## src/rtl/serial_adder_ctrl.sv

```systemverilog
// Bit-serial adder sequencer: one full-adder slice (two half adders + OR) reused
// LSB-first over WIDTH clocks, with start/busy/done handshake and held result.
module serial_adder_ctrl #(
    parameter int unsigned WIDTH = 8
) (
    input  logic             clk,
    input  logic             rst,
    input  logic             start,
    input  logic [WIDTH-1:0] a,
    input  logic [WIDTH-1:0] b,
    input  logic             cin,
    output logic             busy,
    output logic             done,
    output logic [WIDTH-1:0] sum,
    output logic             cout
);

    localparam int unsigned CNT_W = $clog2(WIDTH) + 1;

    typedef enum logic [1:0] {
        StIdle = 2'd0,
        StRun  = 2'd1,
        StDone = 2'd2
    } state_e;

    state_e           state_q, state_d;
    logic [WIDTH-1:0] a_sh_q, a_sh_d;
    logic [WIDTH-1:0] b_sh_q, b_sh_d;
    logic [WIDTH-1:0] res_sh_q, res_sh_d;
    logic [WIDTH-1:0] sum_q, sum_d;
    logic [CNT_W-1:0] cnt_q, cnt_d;
    logic             carry_q, carry_d;
    logic             cout_q, cout_d;
    logic             busy_q, busy_d;
    logic             done_q, done_d;

    // Shared full-adder slice built from two half adders and an OR.
    logic ha1_s, ha1_c, ha2_s, ha2_c, fa_c;
    assign ha1_s = a_sh_q[0] ^ b_sh_q[0];
    assign ha1_c = a_sh_q[0] & b_sh_q[0];
    assign ha2_s = ha1_s ^ carry_q;
    assign ha2_c = ha1_s & carry_q;
    assign fa_c  = ha1_c | ha2_c;

    always_comb begin
        state_d  = state_q;
        a_sh_d   = a_sh_q;
        b_sh_d   = b_sh_q;
        res_sh_d = res_sh_q;
        sum_d    = sum_q;
        cnt_d    = cnt_q;
        carry_d  = carry_q;
        cout_d   = cout_q;
        busy_d   = busy_q;
        done_d   = 1'b0;

        unique case (state_q)
            StIdle: begin
                busy_d = 1'b0;
                if (start) begin
                    a_sh_d   = a;
                    b_sh_d   = b;
                    carry_d  = cin;
                    res_sh_d = '0;
                    cnt_d    = '0;
                    busy_d   = 1'b1;
                    state_d  = StRun;
                end
            end
            StRun: begin
                a_sh_d   = {1'b0, a_sh_q[WIDTH-1:1]};
                b_sh_d   = {1'b0, b_sh_q[WIDTH-1:1]};
                res_sh_d = {ha2_s, res_sh_q[WIDTH-1:1]};
                carry_d  = fa_c;
                cnt_d    = cnt_q + CNT_W'(1);
                if (cnt_q == CNT_W'(WIDTH - 1)) begin
                    sum_d   = {ha2_s, res_sh_q[WIDTH-1:1]};
                    cout_d  = fa_c;
                    busy_d  = 1'b0;
                    done_d  = 1'b1;
                    state_d = StDone;
                end
            end
            StDone: begin
                busy_d  = 1'b0;
                state_d = StIdle;
            end
            default: begin
                busy_d  = 1'b0;
                state_d = StIdle;
            end
        endcase
    end

    always_ff @(posedge clk) begin
        if (rst) begin
            state_q  <= StIdle;
            a_sh_q   <= '0;
            b_sh_q   <= '0;
            res_sh_q <= '0;
            sum_q    <= '0;
            cnt_q    <= '0;
            carry_q  <= 1'b0;
            cout_q   <= 1'b0;
            busy_q   <= 1'b0;
            done_q   <= 1'b0;
        end else begin
            state_q  <= state_d;
            a_sh_q   <= a_sh_d;
            b_sh_q   <= b_sh_d;
            res_sh_q <= res_sh_d;
            sum_q    <= sum_d;
            cnt_q    <= cnt_d;
            carry_q  <= carry_d;
            cout_q   <= cout_d;
            busy_q   <= busy_d;
            done_q   <= done_d;
        end
    end

    assign busy = busy_q;
    assign done = done_q;
    assign sum  = sum_q;
    assign cout = cout_q;

endmodule

```

## config.mk

```make
export PLATFORM = sky130hd
export DESIGN_NAME = serial_adder_ctrl
export DESIGN_NICKNAME = d
export VERILOG_FILES = /design/src/rtl/serial_adder_ctrl.sv
export SDC_FILE = /design/constraint.sdc
export NUM_CORES = 1
export LEC_CHECK = 0
export CORE_MARGIN = 5
export CORE_UTILIZATION = 25
export CTS_CLUSTER_DIAMETER = 50
export CTS_CLUSTER_SIZE = 40
export DETAILED_ROUTE_END_ITERATION = 10
export PLACE_DENSITY_LB_ADDON = 0.15
export SYNTH_ARGS = -nofsm -noshare
export SYNTH_HDL_FRONTEND = slang
export SYNTH_SLANG_ARGS = --single-unit
export TNS_END_PERCENT = 1
```

## constraint.sdc

```tcl
create_clock -name clk -period 1.8 [get_ports clk]
set_clock_uncertainty 0.2 [all_clocks]
set_input_delay 0.54 -clock clk [delete_from_list [all_inputs] [get_ports clk]]
set_output_delay 0.54 -clock clk [all_outputs]
set_load 0.03 [all_outputs]
```

==> flow_summary.yaml, run 1 <==
drt:
  wl_per_cell_um: 11.93
  via_per_inst: 4.338
  wl_um: 3950
  vias: 1436
  post-route-drc-count: 0
  ant_nets: 0
  first_pass_iters: 4
  drt-initial-drc-count: 58
floorplan:
  dieArea_sq_um: 8753
  placementRows: 30
  io-pin-count: 31
  start_util_pct: 25.69
  core_region_area_sq_um: 6794
  die-height_um: 93.56
  dieWidth_um: 93.56
place:
  dp_hpwl_um: 2762
  gp_congestion: 0.7318
  portBuffers: 30
worst_setup_path:
  critPathMaxStageDelay_ns: 0.48
  slowest_stage: "clkdlybuf4s50_1"
  cp_num_buf_inv: 2
  critPathLaunchType: "input pin"
  r2r-end: "a_sh_q[4]"
  reg2reg_slack_ns: 0.19
  criticalPathCategory: "in -> reg"
  critical_path_required_ns: 1.78
  crit_chain: "clkdlybuf4s50_1 > or3b_1 > buf_6 > nor2_1 > nor4_2"
  crit_path_end_kind: "flip-flop"
  worst_path_dominant_cell_family: "buffers and inverters"
  cp_max_fo: 18
  worstPathArrival_ns: 1.74
  r2r_cells: 4
  regToRegStartpoint: "state_q[1]"
pwr:
  p_per_area_nw_per_um2: 807.9
  vdd_drop_max_mv: 0.2709
  leakagePower_nw: 0.8353
  p_total_mw: 1.880
  p_int_mw: 1.402
  combPwrFrac_pct: 14.4
  p_clk_share_pct: 33.5
  netSwitchingFraction_pct: 25.42
  p_seq_share_pct: 52.1
  p_switching_mw: 0.4780
grt:
  grt_use_total_pct: 9.721
  grt_first_pass_wirelength_um: 6755
  antenna_found_initial: 0
  grt_max_degree: 37
  grt_pass1_vias: 1422
  grt-ovfl-total: 0
yosys:
  synth_seq_cells: 41
  postSynthCellCount: 196
  yosysSeqAreaShare_pct: 47.03
  synthArstFlopShare_pct: 0
  syn_area_sq_um: 1745
  yosys_warnings: 0
  syn-num-nets: 218
  ys_types: 33
  ys.flop_type: "dfxtp_1"
  synth-edff-count: 0
  syn_avg_cell_area_sq_um: 8.905
cells_and_area:
  layout-drive-gt1-share_pct: 15.32
  num_antenna_cells: 0
  finish.utilization_pct: 34.25
  fin_nets: 256
  syn_to_final_growth_pct: 33.33
timing:
  max_freq_ghz: 0.5699
  fin_crit_sh_pct: 97.49
  drv_slew: 0
  fin_hold_ws_ns: 0.2717
  setup_viol: 0
  min_period_ns: 1.755
  max_slew.worst_pin.slew_ns: 0.3751
  hold_viol: 0
  slew_headroom_pct: 74.99
  grt_setup_unrepaired: "true"
job:
  maxCapViolCount: 0
min_path:
  hold_end: "res_sh_q[5]"
  worst_hold_path_type: "reg -> reg"
  hp-start: "res_sh_q[6]"
  min_path_cells: 2
clock_tree:
  cts-htree-levels: 2
  clock_latency_ns: 0.29
  root_buffer: "clkbuf_8"
  numCtsBuffers: 5
  cts_setup_buffers: 0
  cts.sinks: 41
  cts.path.max_buffers: 2
  cts_tree: "yes"
  path_clk_slew_ns: 0.08
status:
  status: "complete, no violations"
cells in the final DEF (no fill, tap or decap), types with 2 or more instances in the layout:
cell,Yosys,final
nand2b_1,20,20
dfxtp_1,41,41
a21oi_1,14,14
nor3_1,2,2
buf_4,2,16
buf_12,0,2
nor4_2,0,2
clkbuf_8,0,6
nor4_1,6,4
o2bb2ai_1,4,4
nand3_1,11,11
clkinv_1,2,2
o22ai_1,5,5
a211oi_1,9,8
clkdlybuf4s50_1,0,19
nand2_1,12,12
clkdlybuf4s15_1,0,6
mux2i_1,9,9
nor2_1,33,32
sequential cells by signal, indices dropped and copies added, names as in the netlist:
register and cells:
carry_q 1, cnt_q 4, a_sh_q 8, done 1, b_sh_q 8, cout 1, busy 1, state_q 2
sum 8, res_sh_q 7
power by group through the flow:
stage                     logic (mW)  clock network (mW)  registers [mW]
after floorplan                0.160                   0           0.996
after global placement         0.267                   0            1.00
after detailed placement       0.268                   0            1.00
after CTS                      0.268               0.665           0.980
after global routing           0.303               0.705           0.986
final                          0.271               0.629           0.979
cell usage after synthesis, drive strengths merged (2+ instances only):
library cell,count,area share (%)
nand2b,20,7.2
clkbuf,6,1.4
a211oi,9,3.9
dfxtp,41,47
o22ai,5,1.8
nand2,12,2.6
mux2i,9,5.2
nand3,12,3.7
nor4,6,2.2
buf,8,3.5
nor2,34,7.7
a21oi,14,4.0
nor3,2,0.57
clkinv,2,0.43
o2bb2ai,4,2.0
metrics by stage:
stage / std cells / TNS (ns) / area (sq um) / setup WS (ns)
after floorplan: 196 / 0 / 1745 / 0.1970
after CTS: 331 / 0 / 2296 / 0.001839
final: 331 / 0 / 2327 / 0.04523
after global placement: 323 / -7.208 / 2208 / -0.2877
after global routing: 331 / -0.01731 / 2327 / -0.01133
after detailed placement: 323 / -7.176 / 2208 / -0.2824
what timing repair did:
item | in CTS | in global routing
setup endpoints to repair | 7 | 20
gates cloned | 0 | 0
gates resized for setup | 7 | 11
hold buffers | 0 | 0
pin swaps | 0 | 0
how the worst max path moves through the flow:
| stage | startpoint | endpoint | slack [ns] | depth (start not counted) |
|---|---|---|---|---|
| global route | start | a_sh_q[4] | -0.01 | 6 |
| global placement | start | a_sh_q[3] | -0.29 | 5 |
| finish | start | a_sh_q[2] | 0.05 | 5 |
| floorplan | start | a_sh_q[7] | 0.20 | 5 |
| detailed placement | start | cnt_q[1] | -0.28 | 5 |
| CTS | sum[1] | sum[1] | 0.002 | 1 |
worst min-delay path, delay by kind of cell (launching register included):
family | cells | cell delay [ns]
compound gates | 1 | 0.05
flops | 1 | 0.33
simple gates | 1 | 0.05
cells by family after synthesis:
group | Yosys count | share of synthesized area, %
AO/OA/AOI/OAI | 35 | 13.55
adder cells (fa/ha/maj) | 2 | 1.864
buffers and inverters | 16 | 5.304
flip-flops | 41 | 47.03
AND/OR/NAND/NOR | 92 | 26.45
multiplexers | 10 | 5.807
final cells by class:
type,instances,area (sq um)
clock buffers,6,82.58
clock inverters,2,13.76
fillers,734,4467
inverters,2,7.507
multi-input cells,139,852.1
flip-flops and latches,41,820.8
well taps,96,120.1
repair buffers,45,430.4
routing by layer:
layer  track usage (%)  up-vias  part of all wire (%)
met5                 0        -                     0
li1                  -      751                     -
met1             13.25      654                    49
met3             2.896        5                   5.0
met2             14.59       26                    44
met4             3.249        0                   1.1
No activity file was read; power rests on OpenSTA's default activity.
==> run 2: changes to the inputs <==
- CTS_CLUSTER_DIAMETER: 50 -> unset
==> results of run 2 <==
No change in the layout: final DEF, timing and power equal those of run 1.
==> run 3: changes to the inputs <==
- PLACE_DENSITY_LB_ADDON: 0.15 -> 0.12
==> run 3 against run 2 <==
  * Worst hold slack got worse by 0.0068 ns
  * Clock power rose by 12%
  * Global-route usage fell by 0.050 points
  * Combinational power barely moved
  * Highest routed layer unchanged
  * Critical path depth fell by 4
  * Count of clock-buffer cells in the layout fell by 1
  * Sequential share of layout area fell by 0.076 points
  * Utilization rose by 0.074 points
==> flow_summary.yaml, run 3 (synthesis results as in run 1) <==
status:
  status: "complete, no violations"
job:
  maxCapViolCount: 0
cells_and_area:
  final_common_cell: "dfxtp_1"
  layout-drive-gt1-share_pct: 14.83
  fin_nets: 258
  fillers: 737
  syn_to_final_growth_pct: 33.62
  final_cell_mix: "dfxtp_1 (41), nor2_1 (33), nand2b_1 (20), buf_4 (19), clkdlybuf4s50_1 (18)"
  finish.utilization_pct: 34.33
  num_antenna_cells: 0
  design_area_sq_um: 2332
min_path:
  worst_hold_path_type: "reg -> reg"
  hp-start: "res_sh_q[1]"
  hold_end: "res_sh_q[1]"
  min_path_cells: 2
drt:
  ant_nets: 0
  wl_per_cell_um: 11.89
  via_per_inst: 4.361
  drt-initial-drc-count: 42
  first_pass_iters: 4
  vias: 1448
  wl_um: 3947
  post-route-drc-count: 0
clock_tree:
  cts-htree-levels: 2
  cts_hold_buf: 0
  clock_latency_ns: 0.29
  cts_tree: "yes"
  numCtsBuffers: 5
  path_clk_slew_ns: 0.08
  cts.sinks: 41
  root_buffer: "clkbuf_8"
  cts.path.max_buffers: 2
worst_setup_path:
  worstPathArrival_ns: 1.00
  regToRegStartpoint: "cnt_q[0]"
  crit_chain: "dlygate4sd2_1"
  cp.depth: 1
  critical_path_required_ns: 1.06
  r2r-end: "sum[7]"
  cp_max_fo: 2
  crit_path_end_kind: "primary output"
  critPathLaunchType: "flip-flop"
  r2r_cells: 4
  cp_num_buf_inv: 1
  critPathMaxStageDelay_ns: 0.40
  reg2reg_slack_ns: 0.25
  criticalPathCategory: "reg -> out"
  worst_path_dominant_cell_family: "buffers and inverters"
  slowest_stage: "dlygate4sd2_1"
floorplan:
  io-pin-count: 31
  placementRows: 30
  dieWidth_um: 93.56
  die-height_um: 93.56
  dieArea_sq_um: 8753
  start_util_pct: 25.69
  core_region_area_sq_um: 6794
place:
  portBuffers: 30
  gp_congestion: 0.7163
  dp_hpwl_um: 2773
  place_ws_ns: -0.3254
  place_area_sq_um: 2211
timing:
  min_period_ns: 1.745
  grt_setup_unrepaired: "false"
  drv_slew: 0
  setup_viol: 0
  max_slew.worst_pin.slew_ns: 0.3892
  max_freq_ghz: 0.5732
  hold_viol: 0
  fin_crit_sh_pct: 96.92
  worst_slack_ns: 0.05535
  slew_headroom_pct: 73.99
  fin_hold_ws_ns: 0.2649
pwr:
  p_per_area_nw_per_um2: 837.7
  p_total_mw: 1.954
  leakagePower_nw: 0.8577
  vdd_drop_max_mv: 0.2891
grt:
  grt_pass1_vias: 1430
  grt-ovfl-total: 0
  antenna_found_initial: 0
  grt_first_pass_wirelength_um: 6755
  grt_use_total_pct: 9.670
  grt_max_degree: 49
## run 3: through the flow
| step | TNS [ns] | std cells |
|---|---|---|
| after floorplan | 0 | 196 |
| after global placement | -8.214 | 325 |
| after detailed placement | -8.593 | 325 |
| after CTS | -0.004849 | 332 |
| after global routing | 0 | 332 |
| final | 0 | 332 |
## run 3: repair_timing
item                       in CTS  in global routing
gates resized for setup         9                  8
buffers inserted                0                  0
setup endpoints to repair      16                 21
## run 3: where the power goes
part           internal, mW  total, mW  switching (mW)
sequential            0.952      0.979          0.0273
clock                 0.403      0.707           0.304
combinational         0.139      0.268           0.129
## run 3: metal layers
layer / track usage, % / wire [um]
met1: 12.76 / 1979
met4: 3.249 / 53
met2: 15.07 / 1750
met5: 0 / 0
met3: 2.816 / 163
## run 3: worst max path at each step
stage	startpoint	end	slack, ns
finish	sum[1]	sum[1]	0.06
global placement	start	cnt_q[1]	-0.31
CTS	start	b_sh_q[6]	-0.005
detailed placement	start	cnt_q[1]	-0.33
global route	sum[1]	sum[1]	0.005
floorplan	start	a_sh_q[7]	0.20
## run 3: area by class of cell
type	instances	area, sq um	share of cell area, %
clock buffer	5	68.82	2.951
clock inverter	2	35.03	1.502
inverter	2	7.507	0.3219
multi-input combinational	139	845.8	36.27
sequential	41	820.8	35.19
tap	96	120.1	5.150
timing repair buffer	47	434.2	18.62
